<file path="src/rtl/io_pkg.sv">
// Shared io-bus definitions: irq register map, irq FSM states
// and default addresses.
package io_pkg;

  localparam logic [15:0] IRQ_ADDR_BASE = 16'hFF10;

  localparam logic [15:0] IRQ_MASK = 16'd0;
  localparam logic [15:0] IRQ_PEND = 16'd1;
  localparam logic [15:0] IRQ_STAT = 16'd2;
  localparam logic [15:0] IRQ_EOI  = 16'd3;

  localparam int IRQ_ID_W = 3;

  typedef enum logic [1:0] {
    IDLE,
    ASSERT,
    SERVICE
  } irq_state_t;

endpackage

</file>
<file path="src/rtl/irq_priority_encoder.sv">
// Fixed-priority encoder: lowest set request index wins.
// Reusable for other arbiters on the io bus.
module irq_priority_encoder
  import io_pkg::*;
#(
  parameter int N = 4
) (
  input  logic [N-1:0]          req,
  output logic                  valid,
  output logic [IRQ_ID_W-1:0]   idx
);

  always_comb begin
    valid = 1'b0;
    idx   = '0;
    for (int i = N - 1; i >= 0; i--) begin
      if (req[i]) begin
        valid = 1'b1;
        idx   = IRQ_ID_W'(i);
      end
    end
  end

endmodule

</file>
<file path="src/rtl/irq_controller.sv">
// Edge-latched, masked, fixed-priority interrupt controller
// with ack/EOI handshake and an io-mapped register file.
module irq_controller
  import io_pkg::*;
#(
  parameter int          NUM_SOURCES   = 4,
  parameter logic [15:0] ADDR_BASE     = IRQ_ADDR_BASE,
  parameter logic [15:0] VECTOR_BASE   = 16'h0010,
  parameter logic [15:0] VECTOR_STRIDE = 16'h0004
) (
  input  logic                   clock,
  input  logic                   reset,
  input  logic [NUM_SOURCES-1:0] src_irq,
  output logic [NUM_SOURCES-1:0] src_reset_irq,
  output logic                   cpu_irq,
  input  logic                   cpu_ack,
  output logic [15:0]            irq_vector,
  input  logic [15:0]            waddr,
  input  logic [15:0]            wdata,
  input  logic                   wenable,
  input  logic [15:0]            raddr,
  output logic [15:0]            rdata
);

  irq_state_t             state;
  logic [IRQ_ID_W-1:0]    active_id;
  logic [NUM_SOURCES-1:0] mask;
  logic [NUM_SOURCES-1:0] pending;
  logic [NUM_SOURCES-1:0] src_q;

  logic [NUM_SOURCES-1:0] rise;
  logic [NUM_SOURCES-1:0] eligible;
  logic [NUM_SOURCES-1:0] active_oh;
  logic [NUM_SOURCES-1:0] clr;
  logic                   win_valid;
  logic [IRQ_ID_W-1:0]    win_id;
  logic                   ack_take;
  logic [15:0]            woff;
  logic [15:0]            roff;
  logic                   mask_wr;
  logic                   eoi_wr;
  logic                   unused_wdata;

  assign rise      = src_irq & ~src_q;
  assign eligible  = pending & mask;
  assign active_oh = NUM_SOURCES'(1) << active_id;
  assign ack_take  = (state == ASSERT) && cpu_ack;
  assign clr       = ack_take ? active_oh : '0;

  assign woff    = waddr - ADDR_BASE;
  assign roff    = raddr - ADDR_BASE;
  assign mask_wr = wenable && (woff == IRQ_MASK);
  assign eoi_wr  = wenable && (woff == IRQ_EOI);

  assign unused_wdata = ^wdata;

  irq_priority_encoder #(
    .N (NUM_SOURCES)
  ) u_prio (
    .req   (eligible),
    .valid (win_valid),
    .idx   (win_id)
  );

  // A new edge in the ack cycle outranks the clear
  always_ff @(posedge clock or negedge reset) begin
    if (!reset) begin
      src_q   <= '0;
      pending <= '0;
      mask    <= '1;
    end else begin
      src_q   <= src_irq;
      pending <= (pending & ~clr) | rise;
      if (mask_wr)
        mask <= wdata[NUM_SOURCES-1:0];
    end
  end

  always_ff @(posedge clock or negedge reset) begin
    if (!reset) begin
      state         <= IDLE;
      active_id     <= '0;
      cpu_irq       <= 1'b0;
      irq_vector    <= '0;
      src_reset_irq <= '0;
    end else begin
      src_reset_irq <= '0;
      unique case (state)
        IDLE: begin
          if (win_valid) begin
            state      <= ASSERT;
            active_id  <= win_id;
            cpu_irq    <= 1'b1;
            irq_vector <= VECTOR_BASE +
                          VECTOR_STRIDE * {13'd0, win_id};
          end
        end
        ASSERT: begin
          if (cpu_ack) begin
            state         <= SERVICE;
            cpu_irq       <= 1'b0;
            src_reset_irq <= active_oh;
          end
        end
        SERVICE: begin
          if (eoi_wr)
            state <= IDLE;
        end
        default: state <= IDLE;
      endcase
    end
  end

  always_comb begin
    rdata = '0;
    unique case (1'b1)
      (roff == IRQ_MASK): rdata[NUM_SOURCES-1:0] = mask;
      (roff == IRQ_PEND): rdata[NUM_SOURCES-1:0] = pending;
      (roff == IRQ_STAT): begin
        rdata[IRQ_ID_W-1:0] = active_id;
        rdata[8]            = (state == SERVICE);
        rdata[9]            = cpu_irq;
      end
      default: rdata = '0;
    endcase
  end

endmodule
</file>
<file path="config.mk">
export PLATFORM = sky130hd
export DESIGN_NAME = irq_controller
export DESIGN_NICKNAME = d
export VERILOG_FILES = /design/src/rtl/io_pkg.sv /design/src/rtl/irq_priority_encoder.sv /design/src/rtl/irq_controller.sv
export SDC_FILE = /design/constraint.sdc
export NUM_CORES = 1
export LEC_CHECK = 0
export ABC_CLOCK_PERIOD_IN_PS = 2800
export CAP_MARGIN = 5
export CORE_MARGIN = 1.5
export CORE_UTILIZATION = 33
export DETAILED_ROUTE_END_ITERATION = 6
export PLACE_DENSITY = 0.8
export SYNTH_ARGS = -nofsm -noshare
export SYNTH_HDL_FRONTEND = slang
export SYNTH_SLANG_ARGS = --single-unit
</file>
<file path="constraint.sdc">
create_clock -name clock -period 2.8 [get_ports clock]
set_clock_uncertainty 0.1 [all_clocks]
set_input_delay 0.84 -clock clock [delete_from_list [all_inputs] [get_ports clock]]
set_output_delay 0.84 -clock clock [all_outputs]
set_load 0.02 [all_outputs]
</file>
==> impl_metrics.tcl <==
set metrics [dict create \
    run_status "finished, violations left" \
    violations "setup timing" \
    numCtsBuffers 3 \
    grt_max_degree 15 \
    worstPathMaxFanout 3 \
    p_switching_uw 138 \
    setup_viol_count_final 5 \
    async_flop_share 1.00 \
    ant_nets 0 \
    fin_ws_ns -0.0904 \
    p_comb_frac 0.171 \
    tritoncts "built" \
    vias 988 \
    rows 21 \
    pwr-share-clk 0.285 \
    worst-setup-path-type "in2out" \
    portBuffers 57 \
    cts_max_path_buffers 2 \
    fmax_mhz 346 \
    wl_per_cell_um 12.2 \
    min_period_over_period 1.03 \
    die_h_um 63.1 \
    hp-class "reg2reg" \
    yosys.area.top_type_share 0.378 \
    drv_cap 0 \
    synth_top_family_by_area "simple AND/OR/NAND/NOR gates" \
    syn_avg_cell_area_um2 10.3 \
    muxShareOfSynthArea 0.0809 \
    switching_share 0.234 \
    num_antenna_cells 0 \
    cts-root-buf "clkbuf_4" \
    yosysSeqAreaShare 0.466 \
    rsz0062_at_grt "yes" \
    pin_count 93 \
    hold_violations 0 \
    synth.top_cells.by_area "dfrtp_1, buf_4, dfstp_2, mux2_2, inv_1" \
    antenna_found_initial 0 \
    grt_overflow 0 \
    coreArea_um2 3390 \
    place_inst 219 \
    gp_congestion 0.812 \
    synth_xor_area_frac 0 \
    irDropWorstVdd_mv 0.285 \
    clk_latency_ns 0.30 \
    seqPwrFrac 0.545 \
    synth_commonest_cells "buf_4, dfrtp_1, inv_1" \
    synth_most_common_cell "buf_4" \
    dr.pass1.iters 4 \
    wl_um 2740 \
    synthSimpleGateAreaFrac 0.196 \
    layout_min_cycle_time_ns 2.89 \
    crit_path_end_kind "output port" \
    synth_cells 116 \
    synth_compound_area_frac 0.0704 \
    drc 0 \
    clk_pin_slew_ns 0.11 \
    yosysWarnings 0 \
    max_slew.worst_pin.slew_ns 0.611 \
    ys_ff_latch 22 \
    viasPerCell 4.41 \
    max_slew_margin 0.592 \
    hold_slack_ns 0.331 \
    synth_fa_ha_area_frac 0 \
    synthDistinctLibCells 34 \
    synth_edf_count 0 \
    start_util 0.351 \
    h-tree-depth 1 \
    track_usage 0.144 \
    clock_sinks 22 \
    critPathArrivalTime_ns 1.95 \
    cp-start-kind "input pin" \
    final_cells 224 \
    design.die.area_um2 3980 \
    die_w_um 63.1 \
    drive_above_1_share 0.208 \
    synth_top_flop_cell "dfrtp_1" \
    dp_hpwl_um 2140 \
    power_density_nw_per_um2 330 \
    drt-initial-drc-count 9 \
    grt_pass1_vias 1020 \
    syn_to_final_growth_pct 50.1 \
    intPower_uw 452 \
    grt_pass1_wl_um 4550 \
    final_nets 235 \
    required_ns 1.86 \
    p_total_uw 591 \
    syn-cell-area_um2 1190 \
    p_leak_uw 0.000833 \
    yosysTopAreaCell "dfrtp_1" \
    slew_violations 0 \
]
==> timing repair <==
action	CTS	global route
hold buffers	0	0
pin swaps	8	6
buffers inserted	0	1
endpoints found under the setup margin	6	6
gates resized for setup	65	7
==> area by class of cell <==
cell class / instances / area (um^2)
Inverter: 11 / 41.3
Clock buffer: 4 / 36.3
Timing Repair Buffer: 60 / 566
Multi-Input combinational cell: 81 / 532
Tap cell: 46 / 57.6
Fill cell: 327 / 1600
Sequential cell: 22 / 556
==> per-stage QoR <==
| stage | setup TNS [ns] | instance area [um^2] | utilization | worst slack, ns |
|---|---|---|---|---|
| floorplan | 0 | 1270 | - | 0.0169 |
| global placement | -4.89 | 1740 | 0.513 | -0.862 |
| detailed placement | -4.80 | 1740 | 0.513 | -0.846 |
| CTS | -0.234 | 1790 | 0.527 | -0.102 |
| global route | -0.729 | 1790 | 0.528 | -0.182 |
| finish | -0.229 | 1790 | 0.528 | -0.0904 |
==> registers in the layout (all words and copies together) (netlist names) <==
register       flops
irq_vector         2
cpu_irq            1
state              2
src_q              4
pending            4
src_reset_irq      4
mask               4
active_id          1
==> kinds of logic after synthesis <==
group,count (synthesis)
AND/OR/NAND/NOR,36
buffers and inverters,35
flip-flops,22
AO/OA/AOI/OAI,13
multiplexers,9
other,1
==> routing by layer <==
layer	wire length, um	track usage	vias to the layer above
li1	-	-	476
met1	1080	0.159	458
met2	1400	0.251	46
met3	192	0.0429	8
met4	63	0.0722	0
met5	0	0	-
==> placed cells by master, fill, tap and decap left out, drive strengths merged, types with 5 or more instances in the layout <==
cell / instances
buf: 11
clkbuf: 7
clkdlybuf4s50: 35
conb: 23
dfrtp: 18
dlygate4sd2: 7
inv: 11
mux2: 5
nor2: 5
==> worst max-delay path, cell delays in order <==
cell and delay (ns):
buf_6 0.09, nand4bb_1 0.19, nor4_2 0.26, buf_4 0.15, buf_4 0.12, nand2b_4 0.08, nor2_4 0.10, buf_6 0.12
==> path summary, 6_finish.rpt <==
| path | startpoint | endpoint | slack [ns] | cells after the start |
|---|---|---|---|---|
| worst min-delay path | src_q[3]$_DFF_PN0_ | pending[3]$_DFF_PN0_ | 0.33 | 1 |
| worst max-delay path | raddr[7] | rdata[3] | -0.09 | 8 |
| worst max register to register | mask[1]$_DFFE_PN1P_ | active_id[0]$_DFFE_PN0P_ | 1.08 | 4 |
| min in group asynchronous | reset | src_q[1]$_DFF_PN0_ | 0.81 | 1 |
| worst min register to register | src_q[3]$_DFF_PN0_ | pending[3]$_DFF_PN0_ | 0.33 | 1 |
| max in group asynchronous | reset | irq_vector[3]$_DFFE_PN0P_ | 1.24 | 2 |
==> power groups by stage <==
stage | clock, uW | combinational [uW] | sequential, uW
floorplan | 0 | 62.3 | 327
global placement | 0 | 105 | 327
detailed placement | 0 | 107 | 328
CTS | 177 | 102 | 322
global route | 190 | 109 | 322
finish | 168 | 101 | 322
(Power assumes the default switching activity.)
